<file path="src/rtl/apb_node_pkg.sv">
// Shared types and defaults for the registered APB 1-to-N node.
package apb_node_pkg;

    typedef enum logic [2:0] {
        IDLE,
        SETUP,
        ACCESS,
        ERR,
        RESP
    } apb_node_state_e;

    // Index width for n slaves; a single slave still needs one bit.
    function automatic int unsigned idx_width(input int unsigned n);
        return (n > 1) ? $clog2(n) : 1;
    endfunction

    localparam int unsigned IDX_W = idx_width(9);

    localparam logic [31:0] ERR_DATA_DEFAULT = 32'hBADA_BADA;

endpackage

</file>
<file path="src/rtl/apb_addr_decoder.sv">
// Combinational start/end range decoder; the lowest matching index wins.
module apb_addr_decoder
    import apb_node_pkg::*;
#(
    parameter int unsigned NB_SLAVE = 9,
    parameter int unsigned ADDR_W   = 32,
    parameter int unsigned IDX_BITS = IDX_W
) (
    input  logic [ADDR_W-1:0]          addr,
    input  logic [NB_SLAVE*ADDR_W-1:0] start_addr,
    input  logic [NB_SLAVE*ADDR_W-1:0] end_addr,
    output logic                       hit,
    output logic [IDX_BITS-1:0]        idx
);

    // Scan from the highest index down so the lowest hit overwrites last.
    always_comb begin
        hit = 1'b0;
        idx = '0;
        for (int i = NB_SLAVE - 1; i >= 0; i--) begin
            if ((addr >= start_addr[i*ADDR_W +: ADDR_W]) &&
                (addr <= end_addr[i*ADDR_W +: ADDR_W])) begin
                hit = 1'b1;
                idx = IDX_BITS'(i);
            end
        end
    end

endmodule

</file>
<file path="src/rtl/apb_node_reg.sv">
// Registered APB 1-to-N node with run-time programmable address map.
// Optional slave-hang timeout: define APB_NODE_TIMEOUT_EN.
module apb_node_reg
    import apb_node_pkg::*;
#(
    parameter int unsigned NB_SLAVE       = 9,
    parameter int unsigned APB_ADDR_WIDTH = 32,
    parameter int unsigned APB_DATA_WIDTH = 32,
    parameter logic [31:0] ERR_DATA       = ERR_DATA_DEFAULT,
    parameter int unsigned TIMEOUT_CYCLES = 256
) (
    input  logic                               clk_i,
    input  logic                               rst_ni,
    input  logic [NB_SLAVE*APB_ADDR_WIDTH-1:0] start_addr_i,
    input  logic [NB_SLAVE*APB_ADDR_WIDTH-1:0] end_addr_i,
    input  logic [APB_ADDR_WIDTH-1:0]          m_paddr_i,
    input  logic [APB_DATA_WIDTH-1:0]          m_pwdata_i,
    input  logic                               m_pwrite_i,
    input  logic                               m_psel_i,
    input  logic                               m_penable_i,
    output logic [APB_DATA_WIDTH-1:0]          m_prdata_o,
    output logic                               m_pready_o,
    output logic                               m_pslverr_o,
    output logic [APB_ADDR_WIDTH-1:0]          s_paddr_o,
    output logic [APB_DATA_WIDTH-1:0]          s_pwdata_o,
    output logic                               s_pwrite_o,
    output logic [NB_SLAVE-1:0]                s_psel_o,
    output logic                               s_penable_o,
    input  logic [NB_SLAVE*APB_DATA_WIDTH-1:0] s_prdata_i,
    input  logic [NB_SLAVE-1:0]                s_pready_i,
    input  logic [NB_SLAVE-1:0]                s_pslverr_i
);

    localparam int unsigned IDX_BITS = idx_width(NB_SLAVE);
    localparam logic [APB_DATA_WIDTH-1:0] ERR_WORD = APB_DATA_WIDTH'(ERR_DATA);

    apb_node_state_e state, next_state;

    logic                      dec_hit;
    logic [IDX_BITS-1:0]       dec_idx;
    logic [IDX_BITS-1:0]       idx_q;
    logic [IDX_BITS-1:0]       idx_sel;
    logic                      accept;
    logic                      slv_ready;
    logic                      slv_err;
    logic [APB_DATA_WIDTH-1:0] slv_rdata;
    logic                      timeout;

    logic [NB_SLAVE-1:0]       s_psel_d;
    logic                      s_penable_d;
    logic                      m_pready_d;
    logic                      m_pslverr_d;
    logic [APB_DATA_WIDTH-1:0] m_prdata_d;

    apb_addr_decoder #(
        .NB_SLAVE (NB_SLAVE),
        .ADDR_W   (APB_ADDR_WIDTH),
        .IDX_BITS (IDX_BITS)
    ) u_dec (
        .addr       (m_paddr_i),
        .start_addr (start_addr_i),
        .end_addr   (end_addr_i),
        .hit        (dec_hit),
        .idx        (dec_idx)
    );

    assign accept  = m_psel_i & ~m_penable_i;
    assign idx_sel = (state == IDLE) ? dec_idx : idx_q;

    // Select the response of the slave owning the current transfer.
    always_comb begin
        slv_ready = 1'b0;
        slv_err   = 1'b0;
        slv_rdata = '0;
        for (int i = 0; i < NB_SLAVE; i++) begin
            if (idx_q == IDX_BITS'(i)) begin
                slv_ready = s_pready_i[i];
                slv_err   = s_pslverr_i[i];
                slv_rdata = s_prdata_i[i*APB_DATA_WIDTH +: APB_DATA_WIDTH];
            end
        end
    end

`ifdef APB_NODE_TIMEOUT_EN
    localparam int unsigned CNT_RAW = $clog2(TIMEOUT_CYCLES) + 1;
    localparam int unsigned CNT_W   = (CNT_RAW < 8) ? 8 : ((CNT_RAW > 32) ? 32 : CNT_RAW);

    logic [CNT_W-1:0] to_cnt;

    // Count ACCESS cycles of the current transfer, restarting at SETUP entry.
    always_ff @(posedge clk_i or negedge rst_ni) begin
        if (!rst_ni) begin
            to_cnt <= '0;
        end else if (next_state == SETUP) begin
            to_cnt <= '0;
        end else if (state == ACCESS) begin
            to_cnt <= to_cnt + CNT_W'(1);
        end
    end

    // Last permitted ACCESS cycle; a ready slave in this cycle still wins.
    assign timeout = (state == ACCESS) && (to_cnt == CNT_W'(TIMEOUT_CYCLES - 1));
`else
    // Without the timeout the parameter has no effect.
    logic unused_timeout_cycles;
    assign unused_timeout_cycles = ^TIMEOUT_CYCLES;
    assign timeout = 1'b0;
`endif

    // State register.
    always_ff @(posedge clk_i or negedge rst_ni) begin
        if (!rst_ni) begin
            state <= IDLE;
        end else begin
            state <= next_state;
        end
    end

    // Next-state logic; master inputs are only looked at in IDLE.
    always_comb begin
        next_state = state;
        case (state)
            IDLE:    if (accept) next_state = dec_hit ? SETUP : ERR;
            SETUP:   next_state = ACCESS;
            ACCESS:  begin
                if (slv_ready)    next_state = RESP;
                else if (timeout) next_state = ERR;
            end
            ERR:     next_state = RESP;
            RESP:    next_state = IDLE;
            default: next_state = IDLE;
        endcase
    end

    // Next values of the registered bus outputs, derived from the coming state.
    always_comb begin
        s_psel_d    = '0;
        s_penable_d = 1'b0;
        m_pready_d  = 1'b0;
        m_pslverr_d = 1'b0;
        m_prdata_d  = '0;
        if ((next_state == SETUP) || (next_state == ACCESS)) begin
            s_psel_d = NB_SLAVE'(1) << idx_sel;
        end
        s_penable_d = (next_state == ACCESS);
        if (next_state == RESP) begin
            m_pready_d = 1'b1;
            if (state == ERR) begin
                m_pslverr_d = 1'b1;
                m_prdata_d  = ERR_WORD;
            end else begin
                m_pslverr_d = slv_err;
                m_prdata_d  = s_pwrite_o ? '0 : slv_rdata;
            end
        end
    end

    // Output registers and request capture; shared slave bus holds while idle.
    always_ff @(posedge clk_i or negedge rst_ni) begin
        if (!rst_ni) begin
            s_psel_o    <= '0;
            s_penable_o <= 1'b0;
            m_pready_o  <= 1'b0;
            m_pslverr_o <= 1'b0;
            m_prdata_o  <= '0;
            s_paddr_o   <= '0;
            s_pwdata_o  <= '0;
            s_pwrite_o  <= 1'b0;
            idx_q       <= '0;
        end else begin
            s_psel_o    <= s_psel_d;
            s_penable_o <= s_penable_d;
            m_pready_o  <= m_pready_d;
            m_pslverr_o <= m_pslverr_d;
            m_prdata_o  <= m_prdata_d;
            if ((state == IDLE) && accept) begin
                s_paddr_o  <= m_paddr_i;
                s_pwdata_o <= m_pwdata_i;
                s_pwrite_o <= m_pwrite_i;
                idx_q      <= dec_idx;
            end
        end
    end

endmodule

</file>
<file path="config.mk">
export PLATFORM = sky130hd
export DESIGN_NAME = apb_node_reg
export DESIGN_NICKNAME = d
export VERILOG_FILES = /design/src/rtl/apb_node_pkg.sv /design/src/rtl/apb_addr_decoder.sv /design/src/rtl/apb_node_reg.sv
export SDC_FILE = /design/constraint.sdc
export NUM_CORES = 1
export LEC_CHECK = 0
export CAP_MARGIN = 20
export CORE_AREA = 8 8 411 413
export DETAILED_ROUTE_END_ITERATION = 6
export DIE_AREA = 0 0 419 421
export GPL_TIMING_DRIVEN = 0
export HOLD_SLACK_MARGIN = 0.05
export PLACE_DENSITY = 0.46
export SETUP_SLACK_MARGIN = 0.4
export SYNTH_ARGS = -nofsm -noshare
export SYNTH_HDL_FRONTEND = slang
export SYNTH_SLANG_ARGS = --single-unit
export TNS_END_PERCENT = 100
</file>
<file path="constraint.sdc">
create_clock -name clk_i -period 3.5 [get_ports clk_i]
set_input_delay 0.7 -clock clk_i [delete_from_list [all_inputs] [get_ports clk_i]]
set_output_delay 0.7 -clock clk_i [all_outputs]
set_load 0.05 [all_outputs]
</file>
After elaboration in Yosys (flattened, before gate mapping). Cells that the tools add are included.

Multiplexer cells: 57. Reduce and logical (&&, ||, !) cells: 13. Shift-type cells: 1. Bitwise gates (word level): 2. Order comparisons: 18. Eq/ne operators: 14.

Operators with widths (number): $mux W32 (12); $ge A32 B32 Y1 (9); $le A32 B32 Y1 (9); $mux W4 (10); $mux W1 (30); $eq A4 B3 Y1 const B (4); $pmux W3 S4 (1); $logic_and A1 B1 Y1 (10); $eq A3 B2 Y1 const B (3); $mux W9 (1); $shl A1 B4 Y9 const A (1); $eq A4 B2 Y1 const B (2); $eq A3 B1 Y1 const B (2); $mux W3 (2); $eq A4 B1 Y1 const B (1); $eq A4 B4 Y1 const B (1); $logic_not A4 Y1 (1); $eq A3 B3 Y1 const B (1); $logic_not A3 Y1 (1); $mux W2 (1); $and A1 B1 Y1 (1); $logic_or A1 B1 Y1 (1); $not A1 Y1 (1).

Register bits: 116. Logic and storage cells: 115. Output and inout port bits: 109. Input bits: 951.

Longest topological paths before layout. Gate-level depths: netlist (run 1).

Word-level depth: 17. Mapped depth: 12. Mapped depth without buffers: 12.

Cells and area by module. A second synthesis (run 1) with hierarchy kept.

Cell total of the unflattened synthesis: 2744. Area total of the unflattened synthesis: 21752.1 um^2.

Modules (own cells, without submodules): apb_addr_decoder (times used 1, area each 14446.4 um^2, cells an instance 2012, seq. area each 0.0 um^2); apb_node_reg (times used 1, area each 7305.8 um^2, cells an instance 732, seq. area each 2902.8 um^2).

Worst setup path before layout (run 1). Ideal clock, no wire load.

Kind: input port to flip-flop. Start: input m_paddr_i[0]. End: register s_psel_o[0]. Required time: 3.427 ns. Slack: -0.120 ns. Library setup time: 0.073 ns. Arrival time: 3.547 ns. Path buffers: 0. Cell stages on the path: 12. Cells stage by stage: inv_1 > ha_1 > nand2b_1 > a211oi_1 > o21ai_1 > a211o_1 > a2111oi_1 > a2111oi_2 > a311oi_2 > o31ai_2 > or4b_1 > nor2b_1.

Longest elaborated chain between the ends: 17. Elaborated cells on any way between the ends: 54. Classes of those cells: 18 x order compare; 2 x eq/ne; 1 x shift; 23 x mux; 10 x reduce/logical.

Ends and longest elaborated chain: from (decl) (RTL line apb_node_reg.sv:16) `input logic [APB_ADDR_WIDTH-1:0] m_paddr_i,`; $ge A32 B32 Y1 or $le A32 B32 Y1 (tied branches) (RTL line apb_addr_decoder.sv:21, apb_addr_decoder.sv:22); $logic_and A1 B1 Y1 (RTL line apb_addr_decoder.sv:21) `if ((addr >= start_addr[i*ADDR_W +: ADDR_W]) &&`; $mux W1 (9 in series) (RTL line apb_addr_decoder.sv:21); $mux W2 (RTL line apb_node_reg.sv:123) `IDLE: if (accept) next_state = dec_hit ? SETUP : ERR;`; $mux W3 (RTL line apb_node_reg.sv:123); $pmux W3 S4 (RTL line apb_node_reg.sv:122) `case (state)`; $eq A3 B1 Y1 or $eq A3 B2 Y1 (tied branches) (RTL line apb_node_reg.sv:142) `if ((next_state == SETUP) || (next_state == ACCESS)) begin`; $logic_or A1 B1 Y1 (RTL line apb_node_reg.sv:142); $mux W9 * (RTL line apb_node_reg.sv:142); named net s_psel_d[0] (RTL line apb_node_reg.sv:49) `logic [NB_SLAVE-1:0] s_psel_d;`; to (signal assigned) (RTL line apb_node_reg.sv:171) `s_psel_o <= s_psel_d;`; to (decl) (RTL line apb_node_reg.sv:27) `output logic [NB_SLAVE-1:0] s_psel_o,`.

Mark *: on every way through the listed nets, which the timed path passes. The rest lies on a longest branch. A chain may end at the register's enable or synchronous reset.

Worst setup path in the final report (run 1).
Start: input m_paddr_i[0]. End: register s_penable_o.

Longest elaborated chain between the ends: 15. Elaborated cells on any way between the ends: 40. Classes of those cells: 18 x order compare; 1 x eq/ne; 12 x mux; 9 x reduce/logical.

Ends and longest elaborated chain: $ge A32 B32 Y1 or $le A32 B32 Y1 (tied branches) (RTL line apb_addr_decoder.sv:21, apb_addr_decoder.sv:22); $logic_and A1 B1 Y1 (RTL line apb_addr_decoder.sv:21); $mux W1 (8 in series) (RTL line apb_addr_decoder.sv:21); $mux W1 * (RTL line apb_addr_decoder.sv:21); $mux W2 * (RTL line apb_node_reg.sv:123); $mux W3 * (RTL line apb_node_reg.sv:123); $pmux W3 S4 * (RTL line apb_node_reg.sv:122); $eq A3 B2 Y1 * (RTL line apb_node_reg.sv:145) `s_penable_d = (next_state == ACCESS);`; named net s_penable_d (RTL line apb_node_reg.sv:50) `logic s_penable_d;`; to (signal assigned) (RTL line apb_node_reg.sv:172) `s_penable_o <= s_penable_d;`; to (decl) (RTL line apb_node_reg.sv:28) `output logic s_penable_o,`.

Marked as above.

==> impl_metrics.json, run 1 <==
{
  "status": "complete, but fails checks",
  "violations": "setup timing",
  "arrival_ns": 4.12,
  "start_util_pct": 12.79,
  "drive_above_1_share_pct": 13.25,
  "seq_power_share_pct": 14.8,
  "path_max_fanout": 7,
  "powerDensity_mw_per_mm2": 375.9,
  "vias_per_cell": 4.239,
  "syn_area_mm2": 0.02072,
  "leakagePower_nw": 18.23,
  "required_ns": 3.92,
  "finalCriticalPeriod_ns": 3.704,
  "slew_violations": 0,
  "postCtsHoldBufs": 0,
  "cp-end-kind": "register",
  "die_area_mm2": 0.1764,
  "insertion_delay_ns": 0.51,
  "hold_class": "in2async",
  "ios": 1060,
  "max-vdd-ir-drop_v": 0.0003246,
  "grt_max_degree": 83,
  "met2_usage_pct": 32.28,
  "setup-violations-final": 11,
  "seq_area_frac_synth_pct": 14.01,
  "timing.final.crit_share_pct": 105.8,
  "grt.busiest_layer": "met2",
  "grt_pass1_vias": 26810,
  "vias": 26480,
  "dp.cells": 6017,
  "synth_edf_count": 0,
  "routed_wl_um": 180400,
  "p_comb_share_pct": 70.3,
  "clockBufferDepth": 3,
  "worst_slack_ns": -0.2041,
  "cts_sinks": 116,
  "synth-seq-cells": 116,
  "async_flop_share_pct": 100.0,
  "synth_ff_type": "dfrtp_1",
  "post-route-util_pct": 24.02,
  "overflow": 0,
  "clock.fmax_mhz": 270.0,
  "rsz0062_at_grt": "yes",
  "antenna_left": 0,
  "grt_pass1_wl_um": 236400,
  "syn_avg_cell_area_um2": 7.544,
  "finClkSkew_ns": 0.03440,
  "fin_tns_setup_ns": -1.357,
  "synthDistinctLibCells": 75,
  "gp_congestion": 0.9543,
  "p_int_mw": 7.220,
  "core_mm2": 0.1620,
  "nFillCells": 17820,
  "wire_per_inst_um": 28.87,
  "whs_ns": 0.1137,
  "yosysWarnings": 0,
  "fp-row-count": 148,
  "grt_antenna_before_repair": 97,
  "crit_type": "in2reg",
  "worstMarginPinSlew_ns": 0.9447,
  "hold_violations": 0,
  "cts_inserted_buffers": 25,
  "grtUsageTotal_pct": 19.42,
  "use_met3_pct": 4.221,
  "max_slew_margin_pct": 37.02,
  "p_sw_mw": 7.412,
  "firstDrtPassIters": 7,
  "syn_inst": 2747,
  "cts.clk_slew.worst_paths_ns": 0.07,
  "die_w_um": 419,
  "areaGrowthSynthToFinish_pct": 87.82,
  "critPathLaunchType": "input pin",
  "clockRootBuffer": "clkbuf_16",
  "total_power_mw": 14.63,
  "dp_hpwl_um": 151400,
  "synthesis.nets": 4274,
  "die_y_um": 421,
  "sw_frac_of_total_pct": 50.66,
  "cts_tree": "yes",
  "final_cells": 6247,
  "clockPowerShare_pct": 14.8,
  "fin_nets": 5530,
  "htreeDepth": 4,
  "drv_cap": 0,
  "drt_iter0_drc": 2086,
  "grtUsageMet1_pct": 25.33,
  "portBuffers": 1059,
  "drc": 0
}
[cells in the final DEF (no fill, tap or decap), drive strengths merged, types with 9 or more instances in the layout]
| master | n |
|---|---|
| a21o | 68 |
| nor2 | 66 |
| buf | 208 |
| o21ai | 106 |
| ha | 576 |
| a221oi | 9 |
| a22oi | 104 |
| nand2 | 327 |
| clkdlybuf4s50 | 938 |
| dfrtp | 116 |
| a2111oi | 16 |
| o211ai | 19 |
| inv | 582 |
| clkbuf | 79 |
| nor2b | 27 |
| a21oi | 231 |
| a211oi | 29 |
| nand4 | 118 |
| nor3 | 26 |
| nor4 | 15 |
| dlygate4sd2 | 82 |
| a31oi | 18 |
| and3 | 10 |
| and4 | 14 |
| nand3 | 53 |
| o21a | 12 |
| nand2b | 24 |
| o221ai | 9 |
| diode | 64 |
[cell usage after synthesis, types with 4 or more instances]
cell / n / share of area [%]
a2111oi_0: 14 / 0.59
a211o_1: 7 / 0.30
a211oi_1: 29 / 1.1
a21boi_0: 5 / 0.18
a21o_1: 68 / 2.5
a21oi_1: 229 / 5.5
a221o_1: 7 / 0.34
a221oi_1: 9 / 0.38
a222oi_1: 7 / 0.34
a22o_1: 6 / 0.25
a22oi_1: 104 / 3.8
a31o_2: 5 / 0.21
a31oi_1: 18 / 0.54
and2_1: 6 / 0.18
and3_1: 10 / 0.30
and4_1: 14 / 0.59
buf_1: 6 / 0.11
clkbuf_1: 49 / 0.89
dfrtp_1: 116 / 14
ha_1: 576 / 35
inv_1: 583 / 11
mux2_2: 4 / 0.22
mux2i_1: 7 / 0.34
mux4_2: 6 / 0.65
nand2_1: 326 / 5.9
nand2b_1: 24 / 0.72
nand3_1: 53 / 1.3
nand4_1: 118 / 3.6
nand4b_1: 4 / 0.17
nor2_1: 66 / 1.2
nor2b_1: 27 / 0.82
nor3_1: 25 / 0.60
nor4_1: 15 / 0.45
o2111ai_1: 4 / 0.17
o211ai_1: 18 / 0.65
o21a_1: 12 / 0.43
o21ai_0: 103 / 2.5
o221ai_1: 9 / 0.38
[critical path: stages]
cell and delay (ns):
buf_6 0.07, clkinvlp_4 0.09, buf_12 0.15, buf_16 0.15, ha_4 0.22, nand2b_4 0.14, a31oi_4 0.13, o211ai_1 0.14
a2111o_2 0.65, a41oi_4 0.25, buf_12 0.15, o32ai_4 0.10, nor3_4 0.21, buf_12 0.16, nor3b_4 0.27, buf_4 0.16
a211o_1 0.14, and3_4 0.19
[power groups by stage]
stage / Sequential (mW) / Clock, mW / Combinational [mW]
after floorplan: 3.81 / 0 / 3.19
after global placement: 2.18 / 0 / 9.33
after detailed placement: 2.18 / 0 / 9.45
after CTS: 2.17 / 2.19 / 10.1
after global routing: 2.23 / 2.26 / 10.9
final: 2.17 / 2.17 / 10.3
[layer usage]
metal / share of wire (%) / wire (um)
met1: 44 / 79000
met2: 47 / 84850
met4: 2.4 / 4391
met3: 6.7 / 12000
met5: 0.064 / 115
[kinds of logic after synthesis]
| family | synth area share [%] |
|---|---|
| mux | 1.208 |
| fa+ha+maj | 34.78 |
| flops | 14.01 |
| compound gates | 21.82 |
| simple gates | 16.61 |
| buf+inv | 11.58 |
[stage by stage]
stage | cell area [um^2] | setup WS, ns
floorplan | 20740 | -0.006353
global placement | 34060 | -5.162
detailed placement | 34490 | -4.044
CTS | 38470 | -0.1485
global route | 38870 | -0.2810
finish | 38920 | -0.2041
[timing repair]
item,4_1_cts,5_1_grt
gates resized for setup,509,55
gates cloned,5,0
setup buffers,121,8
pin swaps,159,30
setup endpoints to repair,49,36
[state kept, by name (all words and copies together), names as in the netlist]
signal       count
s_pwdata_o      32
s_paddr_o       32
s_penable_o      1
idx_q            4
s_pwrite_o       1
state            3
m_pready_o       1
s_psel_o         9
m_pslverr_o      1
m_prdata_o      32
[path summary, 6_finish.rpt]
path / startpoint / endpoint / slack (ns) / depth (start not counted)
worst max-delay path: m_paddr_i[0] / s_penable_o / -0.20 / 18
worst min-delay path: rst_ni / s_paddr_o[25] / 0.11 / 1
worst max register to register: idx_q[1] / m_prdata_o[16] / 0.40 / 9
worst min register to register: s_pwdata_o[7] / s_pwdata_o[7] / 0.48 / 2
max in group asynchronous: rst_ni / s_pwdata_o[2] / 2.52 / 2
min in group clk_i: s_pwdata_o[7] / s_pwdata_o[7] / 0.48 / 2
[final cells by class]
cell class	instances	area [um^2]	area share, %
diodes	64	160.2	0.4115
inverters	583	2192	5.632
repair buffers	1229	12580	32.32
multi-input cells	1992	17400	44.70
well taps	2175	2721	6.992
flip-flops and latches	116	2903	7.458
clock buffers	30	684.4	1.758
clock inverters	2	37.54	0.09644
plain buffers	56	245.2	0.6301
Power figures use the tool's default switching activity.
==> inputs of run 2 (changes only) <==
--- a/config.mk
+++ b/config.mk
@@ -12,7 +12,8 @@
 export GPL_TIMING_DRIVEN = 0
 export HOLD_SLACK_MARGIN = 0.05
 export PLACE_DENSITY = 0.46
-export SETUP_SLACK_MARGIN = 0.4
+export SETUP_SLACK_MARGIN = 0.02
+export SLEW_MARGIN = 5
 export SYNTH_ARGS = -nofsm -noshare
 export SYNTH_HDL_FRONTEND = slang
 export SYNTH_SLANG_ARGS = --single-unit
==> impl_metrics.json, run 2 (synthesis results as in run 1) <==
{
  "wl_met2_um": 83880,
  "routed_wl_um": 176700,
  "hold_violations": 0,
  "nFillCells": 17960,
  "slew_violations": 0,
  "max_slew_margin_pct": 32.26,
  "crit_type": "in2reg",
  "start_util_pct": 12.79,
  "die_y_um": 421,
  "htreeDepth": 4,
  "insertion_delay_ns": 0.50,
  "hold_class": "in2async",
  "grt_antenna_before_repair": 78,
  "fin_tns_setup_ns": -3.026,
  "leakagePower_nw": 17.62,
  "drc": 0,
  "antenna_left": 0,
  "core_mm2": 0.1620,
  "vias_per_cell": 4.232,
  "cts.clk_slew.worst_paths_ns": 0.06,
  "firstDrtPassIters": 6,
  "powerDensity_mw_per_mm2": 382.8,
  "gp_congestion": 0.9544,
  "rsz0062_at_grt": "yes",
  "finalCriticalPeriod_ns": 3.854,
  "ios": 1060,
  "grt_pass1_wl_um": 229200,
  "clock.fmax_mhz": 259.5,
  "cp-end-kind": "register",
  "path_max_fanout": 3,
  "worstMarginPinSlew_ns": 1.016,
  "whs_ns": 0.1075,
  "vias": 26020,
  "overflow": 0,
  "total_power_mw": 14.27,
  "fp-row-count": 148,
  "top_regs": "m_prdata_o: 32 flops, s_paddr_o: 32 flops, s_pwdata_o: 32 flops",
  "drv_cap": 0,
  "cts_sinks": 116,
  "grtUsageTotal_pct": 18.97,
  "worst_slack_ns": -0.3538,
  "die_area_mm2": 0.1764,
  "wire_per_inst_um": 28.74,
  "arrival_ns": 4.28,
  "dp_hpwl_um": 155500,
  "max-vdd-ir-drop_v": 0.0002684,
  "drive_above_1_share_pct": 8.869,
  "finClkSkew_ns": 0.02286,
  "clockRootBuffer": "clkbuf_16",
  "clockBufferDepth": 3,
  "pre_cts_ws_ns": -2.773,
  "critPathLaunchType": "input pin",
  "grt_pass1_vias": 25750,
  "drt_iter0_drc": 1929,
  "areaGrowthSynthToFinish_pct": 79.89,
  "die_w_um": 419,
  "drt-met1-wl_um": 73140,
  "final_cell_mix": "clkdlybuf4s50_1 (1001), inv_1 (566), ha_1 (550), nand2_1 (320), a21oi_1 (221)",
  "rr_startpoint": "idx_q[1]",
  "top_layer": "met5",
  "r2r_cells": 7,
  "cts_tree": "yes",
  "required_ns": 3.92,
  "regArea_mm2": 0.002903,
  "portBuffers": 1059,
  "routed-wl-met3_um": 13840,
  "violations": "setup timing",
  "layout_commonest_cell": "clkdlybuf4s50_1",
  "setup.worst_path.start": "start_addr_i[208]",
  "timing.final.crit_share_pct": 110.1,
  "setup-violations-final": 13,
  "status": "complete, but fails checks",
  "post-route-util_pct": 23.01,
  "fin_nets": 5457,
  "multi_input_area_mm2": 0.01662,
  "grt_max_degree": 81,
  "cts_inserted_buffers": 25
}
==> run 2: cell count changes in the layout (fill, tap and decap cells not counted), sizes merged <==
cell / delta
diode: -26
clkdlybuf4s50: +63
bufbuf: -5
bufinv: -1
clkinv: +1
dlygate4sd2: -71
clkbuf: +2
clkinvlp: -1
buf: -72
dlymetal6s2s: +7
clkdlybuf4s15: +4
==> run 2: worst max-delay path: stages <==
cell and delay [ns]:
clkdlybuf4s50_1 0.46, inv_1 0.14, ha_1 0.24, a21oi_1 0.18
o21ai_2 0.11, a221oi_4 0.36, o211ai_1 0.32, o211ai_1 0.25
buf_4 0.21, buf_4 0.15, nand4_1 0.20, o211ai_1 0.28
or4b_4 0.52, nor2b_4 0.14
==> run 2: path summary, 6_finish.rpt <==
| path | to | slack (ns) |
|---|---|---|
| hold reg to reg | s_paddr_o[23] | 0.47 |
| min in group clk_i | s_paddr_o[23] | 0.47 |
| setup / recovery | s_psel_o[1] | -0.35 |
| setup reg to reg | m_prdata_o[5] | 0.06 |
| hold / removal | m_prdata_o[26] | 0.11 |
| max in group asynchronous | s_paddr_o[9] | 2.53 |
==> run 2: stage by stage <==
| stage | instance area (um^2) | cells |
|---|---|---|
| after global routing | 37250 | 6136 |
| after floorplan | 20730 | 2747 |
| after detailed placement | 34730 | 6024 |
| after CTS | 36520 | 6096 |
| final | 37280 | 6148 |
| after global placement | 34050 | 5981 |
==> run 2: what timing repair did <==
action                     4_1_cts  5_1_grt
setup buffers                   43       17
resized for setup              176      119
setup endpoints to repair       27       25
gates cloned                     0        0
hold buffers                     0        0
pin swaps                       49       63
==> run 2: cell type report <==
type | instances | area share, %
Multi-Input combinational cell | 1992 | 44.58
Timing Repair Buffer | 1158 | 31.75
Clock buffer | 31 | 1.819
Buffer | 54 | 0.6042
Inverter | 583 | 5.887
Clock inverter | 1 | 0.01343
Tap cell | 2175 | 7.300
Sequential cell | 116 | 7.787
Antenna cell | 38 | 0.2551
==> run 2: where the power goes <==
part | internal, mW | switching (mW)
logic | 3.78 | 6.21
clock network | 1.33 | 0.751
registers | 1.85 | 0.341
==> run 2: metal layers <==
| layer | vias to the layer above | track usage (%) |
|---|---|---|
| met2 | 1089 | 31.90 |
| li1 | 12170 | - |
| met4 | 16 | 5.652 |
| met1 | 12540 | 23.59 |
| met3 | 210 | 5.113 |
| met5 | - | 0 |
==> inputs of run 3 (changes only) <==
--- a/config.mk
+++ b/config.mk
@@ -5,6 +5,7 @@
 export SDC_FILE = /design/constraint.sdc
 export NUM_CORES = 1
 export LEC_CHECK = 0
+export ABC_CLOCK_PERIOD_IN_PS = 3500
 export CAP_MARGIN = 20
 export CORE_AREA = 8 8 411 413
 export DETAILED_ROUTE_END_ITERATION = 6
==> results of run 3 <==
Final layout, timing and power as in run 2 (identical DEF).
